File: config.mk
export PLATFORM = sky130hd
export DESIGN_NAME = obi_one_to_n_demux
export DESIGN_NICKNAME = d
export VERILOG_FILES = /design/src/rtl/obi_one_to_n_demux.sv
export SDC_FILE = /design/constraint.sdc
export NUM_CORES = 1
export LEC_CHECK = 0
export CAP_MARGIN = 20
export CORE_AREA = 2 2 162 164
export DETAILED_ROUTE_END_ITERATION = 7
export DIE_AREA = 0 0 164 166
export SLEW_MARGIN = 20
export SYNTH_ARGS = -nofsm -noshare
export SYNTH_HDL_FRONTEND = slang
export SYNTH_SLANG_ARGS = --single-unit
File: constraint.sdc
create_clock -name clk_i -period 3.6 [get_ports clk_i]
set_input_delay 0.36 -clock clk_i [delete_from_list [all_inputs] [get_ports clk_i]]
set_output_delay 0.36 -clock clk_i [all_outputs]
set_load 0.02 [all_outputs]
File: src/rtl/obi_one_to_n_demux.sv
// OBI 1-master to N-slave demultiplexer with in-order response routing through an
// outstanding-target FIFO; unmapped addresses are answered by an internal error responder.

package obi_pkg;
    typedef struct packed {
        logic        req;
        logic        we;
        logic [3:0]  be;
        logic [31:0] addr;
        logic [31:0] wdata;
    } obi_req_t;

    typedef struct packed {
        logic        gnt;
        logic        rvalid;
        logic [31:0] rdata;
    } obi_resp_t;
endpackage

module obi_one_to_n_demux
    import obi_pkg::*;
#(
    parameter int          NSLAVE          = 3,
    parameter int          SEL_LSB         = 16,
    parameter int          SEL_W           = 2,
    parameter int          MAX_OUTSTANDING = 2,
    parameter logic [31:0] ERR_RDATA       = 32'hBADACCE5
) (
    input  logic                                 clk_i,
    input  logic                                 rst_i,
    input  obi_req_t                             master_req_i,
    output obi_resp_t                            master_resp_o,
    output obi_req_t                             slave_req_o  [NSLAVE],
    input  obi_resp_t                            slave_resp_i [NSLAVE],
    output logic [$clog2(MAX_OUTSTANDING+1)-1:0] outstanding_o
);
    localparam int TGT_W = $clog2(NSLAVE + 1);
    localparam int PTR_W = (MAX_OUTSTANDING > 1) ? $clog2(MAX_OUTSTANDING) : 1;
    localparam int CNT_W = $clog2(MAX_OUTSTANDING + 1);

    typedef logic [TGT_W-1:0] tgt_t;
    typedef logic [PTR_W-1:0] ptr_t;

    localparam tgt_t ERR_TGT = TGT_W'(NSLAVE);

    tgt_t             fifo_q [MAX_OUTSTANDING];
    tgt_t             fifo_d [MAX_OUTSTANDING];
    ptr_t             wr_ptr_q, wr_ptr_d;
    ptr_t             rd_ptr_q, rd_ptr_d;
    logic [CNT_W-1:0] count_q, count_d;
    tgt_t             last_tgt_q, last_tgt_d;
    logic             err_pending_q, err_pending_d;

    logic [SEL_W-1:0] sel;
    logic             mapped;
    tgt_t             tgt;
    tgt_t             head;
    logic             full, empty, allow, slave_gnt, push, pop;

    function automatic ptr_t ptr_inc(input ptr_t p);
        return (p == PTR_W'(MAX_OUTSTANDING - 1)) ? '0 : p + 1'b1;
    endfunction

    // NOTE: every signal written here gets a default first, so no path can infer a latch.
    always_comb begin
        sel    = master_req_i.addr[SEL_LSB +: SEL_W];
        mapped = (int'(sel) < NSLAVE);
        tgt    = mapped ? TGT_W'(sel) : ERR_TGT;
        full   = (count_q == CNT_W'(MAX_OUTSTANDING));
        empty  = (count_q == '0);
        // Only a same-target request may join in-flight traffic; switching waits for drain.
        allow  = !rst_i && !full && (empty || tgt == last_tgt_q);

        slave_gnt = 1'b0;
        for (int i = 0; i < NSLAVE; i++) begin
            slave_req_o[i]     = master_req_i;
            slave_req_o[i].req = allow && master_req_i.req && (tgt == TGT_W'(i));
            if (tgt == TGT_W'(i)) slave_gnt = slave_resp_i[i].gnt;
        end

        master_resp_o.gnt = allow && (mapped ? slave_gnt : master_req_i.req);
        push              = master_req_i.req && master_resp_o.gnt;

        head                 = fifo_q[rd_ptr_q];
        master_resp_o.rvalid = 1'b0;
        master_resp_o.rdata  = '0;
        if (!rst_i && !empty) begin
            if (head == ERR_TGT) begin
                master_resp_o.rvalid = err_pending_q;
                master_resp_o.rdata  = err_pending_q ? ERR_RDATA : '0;
            end else begin
                for (int i = 0; i < NSLAVE; i++) begin
                    if (head == TGT_W'(i) && slave_resp_i[i].rvalid) begin
                        master_resp_o.rvalid = 1'b1;
                        master_resp_o.rdata  = slave_resp_i[i].rdata;
                    end
                end
            end
        end
        pop = master_resp_o.rvalid;

        count_d  = count_q + CNT_W'(push) - CNT_W'(pop);
        wr_ptr_d = push ? ptr_inc(wr_ptr_q) : wr_ptr_q;
        rd_ptr_d = pop  ? ptr_inc(rd_ptr_q) : rd_ptr_q;
        fifo_d   = fifo_q;
        if (push) fifo_d[wr_ptr_q] = tgt;
        last_tgt_d    = push ? tgt : last_tgt_q;
        err_pending_d = push && !mapped;
    end

    // NOTE: sequential state uses non-blocking assignments so all flops update together.
    always_ff @(posedge clk_i) begin
        if (rst_i) begin
            wr_ptr_q      <= '0;
            rd_ptr_q      <= '0;
            count_q       <= '0;
            last_tgt_q    <= '0;
            err_pending_q <= 1'b0;
        end else begin
            wr_ptr_q      <= wr_ptr_d;
            rd_ptr_q      <= rd_ptr_d;
            count_q       <= count_d;
            last_tgt_q    <= last_tgt_d;
            err_pending_q <= err_pending_d;
        end
    end

    // NOTE: FIFO storage is not reset; its contents are only read while the count is non-zero.
    always_ff @(posedge clk_i) begin
        fifo_q <= fifo_d;
    end

    assign outstanding_o = rst_i ? '0 : count_q;

`ifndef SYNTHESIS
    always @(posedge clk_i) begin
        if (!rst_i) begin
            assert (!(push && full))
                else $error("push into full outstanding FIFO");
            for (int i = 0; i < NSLAVE; i++) begin
                assert (!slave_resp_i[i].rvalid || (!empty && head == TGT_W'(i)))
                    else $warning("stray rvalid from slave %0d dropped", i);
            end
        end
    end
`endif
endmodule
==> flow_metrics.tcl, run 1 <==
set metrics [dict create \
    outcome "complete, no violations" \
    cts_resized 0 \
    clk_latency_ps 230 \
    cts-root-buf "clkbuf_16" \
    multiInputGateArea_um2 937.1 \
    cp_cell_sequence "nand3_1 -> nand2_1 -> buf_4 -> a221oi_1 -> a21oi_1 -> clkdlybuf4s50_1" \
    worst_hold_path_type "flop to flop" \
    core_um2 25620 \
    layout_commonest_cell "clkdlybuf4s50_1" \
    viasPerCell 3.383 \
    cpPeakStageDelay_ps 700 \
    track_usage 0.07870 \
    final.period_utilization 0.8367 \
    synth_area_per_cell_um2 7.573 \
    crit_required_ps 3240 \
    finalHoldViolCount 0 \
    routedWlPerCell_um 17.50 \
    synth-async-reset-ratio 0 \
    setup_viol 0 \
    cts.sinks 11 \
    crit_path_max_fanout 12 \
    hp-start "last_tgt_q[0]" \
    fillers 2935 \
    dominantRegCellSynth "dfxtp_1" \
    reg2reg_setup_slack_ps 1210 \
    finalNetCount 491 \
    drv_slew 0 \
    syn-num-nets 553 \
    first_pass_iters 7 \
    path_clk_slew_ps 40 \
    port_buffers 151 \
    drt-initial-drc-count 115 \
    syn_inst 378 \
    ir_worst_vdd_mv 0.1835 \
    cts_buffer_depth 2 \
    vias 2209 \
    antenna_left 0 \
    worst_slew_pin_slew_ps 679.9 \
    seq_area_frac_synth 0.09091 \
    yosys_warnings 0 \
    crit_slowest_cell "clkdlybuf4s50_1" \
    ys_types 38 \
    post-cts-setup-buffer-count 0 \
    area_growth_pct 14.82 \
    globalplace.congestion 0.7414 \
    min_to "last_tgt_q[0]" \
    grt_pass1_vias 2300 \
    drc_errors 0 \
    finClkSkew_ps 0.7437 \
    die_w_um 164 \
    crit_buf_inv 2 \
    grt_max_degree 34 \
    period_needed_ps 3012 \
    synth_area_um2 2863 \
    cp-end-kind "primary output" \
    finalPower_mw 0.8338 \
    cts_tree "yes" \
    grt_setup_unrepaired "no" \
    cp_data_arrival_time_ps 2650 \
    antenna_found_initial 3 \
    reg2reg_depth 8 \
    drv_cap 0 \
    hpwl_um 9571 \
    start_util 0.1118 \
    power_density_nw_per_um2 253.7 \
    htreeDepth 1 \
    boundaryPins 420 \
    holdPathStages 2 \
    seq_area_um2 260.3 \
    leakage_nw 1.003 \
    row_count 59 \
    synth_seq_cells 11 \
    final_cell_mix "151 x clkdlybuf4s50_1, 23 x nand2_1, 22 x nor2_1" \
    reg2reg_to "count_q[1]" \
    setup_tns_ps 0 \
    r2r-start "rd_ptr_q" \
    fin_hold_ws_ps 519.0 \
    cp_top_family "buffers and inverters" \
    max_slew_margin 0.5467 \
    max_clock_freq_ghz 0.3320 \
    die_area_um2 27220 \
    crit_type "flop to primary output" \
    cts_buffers 3 \
    startpoint_type "flop" \
    grt.overflow.total 0 \
    wirelength_um 11430 \
    fp.dieH_um 166 \
    grt_pass1_wl_um 15980 \
    layout-drive-gt1-share 0.05714 \
    ctsHoldBuffers 0 \
    synth_edf_count 4 \
]
-- cells in the mapped netlist, types with 2 or more instances --
cell type	count	area, um^2
a21oi_1	19	95.09
a221oi_1	19	166.4
a222oi_1	13	130.1
a31oi_1	2	12.51
buf_2	7	35.03
buf_4	208	1562
buf_6	2	22.52
clkbuf_1	6	22.52
dfxtp_1	7	140.1
edfxtp_1	4	120.1
inv_1	5	18.77
mux2i_1	3	30.03
nand2_1	23	86.33
nand3_1	2	10.01
nor2_1	22	82.58
nor2b_1	4	25.02
nor3_1	4	20.02
nor3b_1	3	22.52
xnor2_1	6	52.55
-- worst max path at each step --
stage,cells after the start,end,from
3_3_place_gp,5,master_resp_o[32],slave_resp_i[32]
4_1_cts,6,master_resp_o[23],rd_ptr_q
3_5_place_dp,5,master_resp_o[32],slave_resp_i[32]
6_report,6,master_resp_o[5],rd_ptr_q
5_1_grt,6,master_resp_o[5],rd_ptr_q
2_1_floorplan,10,count_q[1],master_req_i[48]
-- metal layers --
metal,global-route usage,wire length [um]
met1,0.07787,3774
met2,0.1189,4869
met3,0.05594,2019
met4,0.04805,765
met5,0,0
-- power by group --
group / switching, mW / internal, mW
clock network: 0.0517 / 0.147
registers: 0.0169 / 0.142
logic: 0.229 / 0.247
-- cell type report --
type | instances | area share
Tap cell | 335 | 0.1275
Antenna cell | 3 | 0.002284
Sequential cell | 11 | 0.07918
Inverter | 5 | 0.005710
Timing Repair Buffer | 158 | 0.4758
Clock inverter | 1 | 0.001523
Clock buffer | 3 | 0.02284
Multi-Input combinational cell | 137 | 0.2851
-- flip-flops by register name (all words and copies together) (netlist names) --
name,flops
last_tgt_q,2
fifo_q,4
wr_ptr_q,1
rd_ptr_q,1
count_q,2
err_pending_q,1
-- worst reg2reg max path, cell delays in order, from the launching register on --
cell and delay, ps:
dfxtp_1 410, nand2b_4 210, o32ai_4 580, o311a_4 350, xnor2_1 90, ha_1 190, xnor2_1 210, a211oi_2 70
a31o_1 180
-- metrics by stage --
stage | instance area (um^2) | utilization | setup WS, ps | cells
3_5_place_dp | 3199 | 0.1249 | 659.0 | 646
4_1_cts | 3279 | 0.1280 | 526.3 | 650
6_report | 3287 | 0.1283 | 587.9 | 653
2_1_floorplan | 2863 | - | 1560 | 378
3_3_place_gp | 3199 | 0.1249 | 640.6 | 646
5_1_grt | 3282 | 0.1281 | 341.0 | 651
-- logic make-up after synthesis --
logic type,Yosys count,share of synthesized area
AOI/OAI and AO/OA,62,0.1796
buffers and inverters,230,0.5844
muxes,4,0.01836
and+or+nand+nor,64,0.1040
xor gates and xnor gates,6,0.01836
DFF,11,0.09091
adders and majority gates,1,0.004370
(Power assumes the default switching activity.)
==> run 2, diff against run 1 <==
--- a/config.mk
+++ b/config.mk
@@ -6,9 +6,9 @@
 export NUM_CORES = 1
 export LEC_CHECK = 0
 export CAP_MARGIN = 20
-export CORE_AREA = 2 2 162 164
+export CORE_AREA = 2 2 164 166
 export DETAILED_ROUTE_END_ITERATION = 7
-export DIE_AREA = 0 0 164 166
+export DIE_AREA = 0 0 166 168
 export SLEW_MARGIN = 20
 export SYNTH_ARGS = -nofsm -noshare
 export SYNTH_HDL_FRONTEND = slang
==> constraint.sdc (replaced) <==
create_clock -name clk_i -period 2.8 [get_ports clk_i]
set_input_delay 0.28 -clock clk_i [delete_from_list [all_inputs] [get_ports clk_i]]
set_output_delay 0.28 -clock clk_i [all_outputs]
set_load 0.02 [all_outputs]
==> run 2 against run 1 <==
- clock power is 33% higher
- combinational power is 35% higher
- sequential power is 29% higher
- flip-flop and latch count stayed put
- non-clock buffer count is 6 higher
- clock skew is 0.78 ps higher
- routed wire length is 2.7% lower
- setup slack worse by 390 ps
- hold slack worse by 3.1 ps
- largest cell class unchanged
- largest power group unchanged
==> flow_metrics.tcl, run 2 (synthesized netlist as in run 1, its figures left out) <==
set metrics [dict create \
    top_regs "fifo_q x4, count_q x2, last_tgt_q x2" \
    grt.overflow.total 0 \
    max_clock_freq_ghz 0.3847 \
    finalNetCount 497 \
    viasPerCell 3.360 \
    cts_tree "yes" \
    drt-initial-drc-count 157 \
    fp.dieH_um 168 \
    crit_required_ps 2520 \
    diodes 0 \
    swShare 0.3521 \
    cp-end-kind "primary output" \
    port_buffers 151 \
    ir_worst_vdd_mv 0.2498 \
    setup_tns_ps 0 \
    p_comb_frac 0.578 \
    track_usage 0.07368 \
    final_cell_mix "149 x clkdlybuf4s50_1, 23 x nand2_1, 22 x nor2_1" \
    grt_pass1_wl_um 15330 \
    area_growth_pct 18.49 \
    layout_commonest_cell "clkdlybuf4s50_1" \
    outcome "complete, no violations" \
    grt_max_degree 27 \
    row_count 60 \
    startpoint_type "flop" \
    period_needed_ps 2600 \
    clk_latency_ps 240 \
    drv_cap 0 \
    finalHoldViolCount 0 \
    path_clk_slew_ps 40 \
    p_seq_frac 0.185 \
    die_area_um2 27890 \
    start_util 0.1086 \
    crit_type "flop to primary output" \
    setup_viol 0 \
    htreeDepth 1 \
    vias 2224 \
    drv_slew 0 \
    dpl-instance-area_um2 3311 \
    routedWlPerCell_um 16.80 \
    p_int_mw 0.7187 \
    antenna_left 0 \
    core_um2 26350 \
    finClkSkew_ps 1.520 \
    globalplace.congestion 0.7564 \
    crit_path_max_fanout 26 \
    die_w_um 166 \
    leakage_nw 1.058 \
    clkPwrFrac 0.237 \
    cp_data_arrival_time_ps 2320 \
    largest_reg_flops 4 \
    largest_register "fifo_q" \
    worst_slew_pin_slew_ps 349.3 \
    hpwl_um 8938 \
    power_density_nw_per_um2 327.0 \
    grt_setup_unrepaired "no" \
    switchingPower_mw 0.3906 \
    first_pass_iters 6 \
    boundaryPins 420 \
    wirelength_um 11120 \
    cts.sinks 11 \
    max_slew_margin 0.7661 \
    cts-root-buf "clkbuf_16" \
    final.period_utilization 0.9285 \
    layout-drive-gt1-share 0.08723 \
    fin_area_um2 3392 \
    cts_buffer_depth 2 \
    antenna_found_initial 0 \
    grt_pass1_vias 2289 \
    post-cts-setup-buffer-count 0 \
    worst_hold_path_type "flop to flop" \
    drc_errors 0 \
    cts_buffers 3 \
]
run 2: critical path, cell delays in order (launching register included):
cell             delay, ps
edfxtp_1               470
a32oi_1                340
nor2b_4                 90
buf_12                 190
a221oi_1               330
a21oi_1                110
clkdlybuf4s50_1        550
run 2: repair_timing:
item,CTS,global route
setup endpoints to repair,0,15
hold endpoints to repair,0,0
hold buffers,0,0
resized for setup,0,1
run 2: metrics by stage:
| stage | power, mW | util | hold slack (ps) | worst slack (ps) | instances |
|---|---|---|---|---|---|
| after detailed placement | 0.8537 | 0.1256 | 511.6 | 262.3 | 658 |
| after global routing | 1.172 | 0.1287 | 559.3 | 45.88 | 662 |
| after floorplan | 0.9156 | - | 485.6 | 759.9 | 378 |
| after global placement | 0.8564 | 0.1256 | 504.0 | 253.9 | 658 |
| after CTS | 1.125 | 0.1287 | 521.7 | 77.56 | 662 |
| final | 1.109 | 0.1287 | 515.9 | 200.3 | 662 |
run 2: final timing paths:
| check | start | end | slack (ps) | cells past startpoint |
|---|---|---|---|---|
| worst min-delay path | last_tgt_q[1] | last_tgt_q[1] | 520 | 2 |
| worst max register to register | fifo_q[1] | count_q[1] | 590 | 9 |
| worst min register to register | last_tgt_q[1] | last_tgt_q[1] | 520 | 2 |
| worst max-delay path | fifo_q[2] | master_resp_o[6] | 200 | 6 |
run 2: layout make-up:
type / count / area [um^2]
Tap cell: 341 / 426.7
Multi-Input combinational cell: 137 / 938.4
Clock inverter: 1 / 5.005
Fill cell: 3014 / 22960
Clock buffer: 3 / 75.07
Sequential cell: 11 / 261.5
Inverter: 5 / 18.77
Timing Repair Buffer: 164 / 1667
run 2: power groups by stage:
stage | Combinational (mW) | Sequential, mW | Clock (mW)
6_report | 0.641 | 0.205 | 0.263
5_1_grt | 0.692 | 0.208 | 0.272
4_1_cts | 0.652 | 0.204 | 0.269
3_5_place_dp | 0.647 | 0.207 | 0
3_3_place_gp | 0.650 | 0.206 | 0
2_1_floorplan | 0.718 | 0.197 | 0
run 2: metal layers:
metal / GRT usage / part of all wire
met5: 0 / 0
met2: 0.1073 / 0.40
met4: 0.04083 / 0.050
met3: 0.03597 / 0.14
met1: 0.08837 / 0.41
==> run 3, diff against run 2 <==
--- a/config.mk
+++ b/config.mk
@@ -9,6 +9,7 @@
 export CORE_AREA = 2 2 164 166
 export DETAILED_ROUTE_END_ITERATION = 7
 export DIE_AREA = 0 0 166 168
+export SETUP_SLACK_MARGIN = 0.5
 export SLEW_MARGIN = 20
 export SYNTH_ARGS = -nofsm -noshare
 export SYNTH_HDL_FRONTEND = slang
==> run 3 against run 2 <==
- register-to-register slack better by 30 ps
- critical path type unchanged
- via count is 0.54% higher
- flip-flop and latch count stayed put
- critical endpoint is now master_resp_o[15]
- routed wire length is 0.41% higher
- largest cell class unchanged
- setup slack better by 340 ps
- highest routed layer unchanged
- clock power hardly changed
- largest power group unchanged
- utilization is 0.090 points higher
==> flow_metrics.tcl, run 3 (synthesized netlist as in run 1, its figures left out) <==
set metrics [dict create \
    worst_hold_path_type "input pin to flop" \
    area_growth_pct 19.32 \
    hpwl_um 8938 \
    crit_type "flop to primary output" \
    die_w_um 166 \
    cts_buffer_depth 2 \
    finalHoldViolCount 0 \
    drc_errors 0 \
    power_density_nw_per_um2 325.6 \
    drv_slew 0 \
    cts-root-buf "clkbuf_16" \
    max_slew_margin 0.7741 \
    grt_max_degree 27 \
    die_area_um2 27890 \
    grt_pass1_wl_um 15350 \
    layoutNonFillerInstCount 666 \
    row_count 60 \
    max_clock_freq_ghz 0.4430 \
    wirelength_um 11170 \
    largest_reg_flops 4 \
    grt_busiest_layer "met2" \
    final_cell_mix "113 x clkdlybuf4s50_1, 23 x nand2_1, 22 x nor2_1" \
    grt.overflow.total 0 \
    largest_register "fifo_q" \
    setup_tns_ps 0 \
    dpl-instance-area_um2 3311 \
    cts.sinks 11 \
    track_usage 0.07378 \
    grt_setup_unrepaired "yes" \
    finalNetCount 501 \
    setup_ws_ps 542.4 \
    crit_required_ps 2520 \
    leakage_nw 1.192 \
    port_buffers 151 \
    cp_data_arrival_time_ps 1980 \
    start_util 0.1086 \
    grtUsageMet1 0.08838 \
    globalplace.congestion 0.7564 \
    routedWlPerCell_um 16.77 \
    crit_path_max_fanout 17 \
    finClkSkew_ps 1.519 \
    use_met2 0.1077 \
    path_clk_slew_ps 40 \
    antenna_left 0 \
    boundaryPins 420 \
    cp-end-kind "primary output" \
    final.period_utilization 0.8063 \
    htreeDepth 1 \
    layout-drive-gt1-share 0.1969 \
    ir_worst_vdd_mv 0.2539 \
    drt-initial-drc-count 149 \
    fp.dieH_um 168 \
    finish.utilization 0.1296 \
    ctsHoldBuffers 0 \
    dp_cells 658 \
    fin_area_um2 3416 \
    outcome "complete, no violations" \
    period_needed_ps 2258 \
    cts_buffers 3 \
    layout_commonest_cell "clkdlybuf4s50_1" \
    grt_pass1_vias 2301 \
    fillers 3028 \
    antenna_found_initial 0 \
    cts_tree "yes" \
    diodes 0 \
    first_pass_iters 5 \
    place_ws_ps 262.3 \
    drv_cap 0 \
    viasPerCell 3.357 \
    grtUsageMet3 0.03597 \
    worst_slew_pin_slew_ps 338.9 \
    setup_viol 0 \
    clk_latency_ps 240 \
    vias 2236 \
    top_regs "fifo_q x4, count_q x2, last_tgt_q x2" \
    startpoint_type "flop" \
    core_um2 26350 \
]
## run 3: cell count changes in the layout (fill, tap and decap cells not counted), moves of 3 or more
| cell | previous run | this run |
|---|---|---|
| xnor2_1 | 6 | 3 |
| clkbuf_2 | 0 | 17 |
| buf_4 | 10 | 13 |
| clkdlybuf4s15_1 | 0 | 6 |
| xnor2_2 | 0 | 3 |
| dlygate4sd2_1 | 0 | 13 |
| clkdlybuf4s50_1 | 149 | 113 |
| a221oi_1 | 19 | 13 |
| a221oi_2 | 0 | 6 |
## run 3: what timing repair did
action	in CTS	in global routing
gates resized for setup	41	53
setup buffers	2	2
endpoints found under the hold margin	0	0
endpoints found under the setup margin	38	26
pin swaps	1	7
## run 3: area by class of cell
cell class	count	area (um^2)	share of cell area
sequential	11	264.0	0.07729
multi-input combinational	137	1027	0.3007
clock buffer	3	75.07	0.02198
tap	341	426.7	0.1249
clock inverter	1	5.005	0.001465
inverter	5	18.77	0.005494
timing repair buffer	168	1599	0.4681
## run 3: metrics by stage
| stage | total power [mW] | hold WS (ps) |
|---|---|---|
| after floorplan | 0.9156 | 485.6 |
| after global placement | 0.8564 | 504.0 |
| after detailed placement | 0.8537 | 511.6 |
| after CTS | 1.105 | 542.7 |
| after global routing | 1.179 | 560.1 |
| final | 1.112 | 549.4 |
## run 3: critical path, cell delays in order (launching register included)
cell             delay, ps
edfxtp_1               420
buf_4                  170
nand3_1                140
a21o_1                 170
nand2_1                130
buf_12                 200
a21oi_1                160
clkdlybuf4s15_1        340
## run 3: worst paths after layout
path                                           to  slack, ps  cells after the start        startpoint
worst min register to register      last_tgt_q[1]        550                      2     last_tgt_q[1]
worst max register to register         count_q[1]        620                     10         fifo_q[3]
worst min-delay path                err_pending_q        550                      3  master_req_i[48]
worst max-delay path            master_resp_o[15]        540                      7         fifo_q[0]
## run 3: report_power, final
group	internal (mW)	switching [mW]	total [mW]
logic	0.336	0.305	0.641
clock network	0.189	0.0742	0.263
registers	0.184	0.0238	0.207
total	0.709	0.403	1.11
## run 3: per-layer routing
metal | vias up | wire length (um)
met5 | - | 0
met4 | 0 | 560
met3 | 64 | 1504
met2 | 230 | 4635
met1 | 963 | 4466
li1 | 979 | -
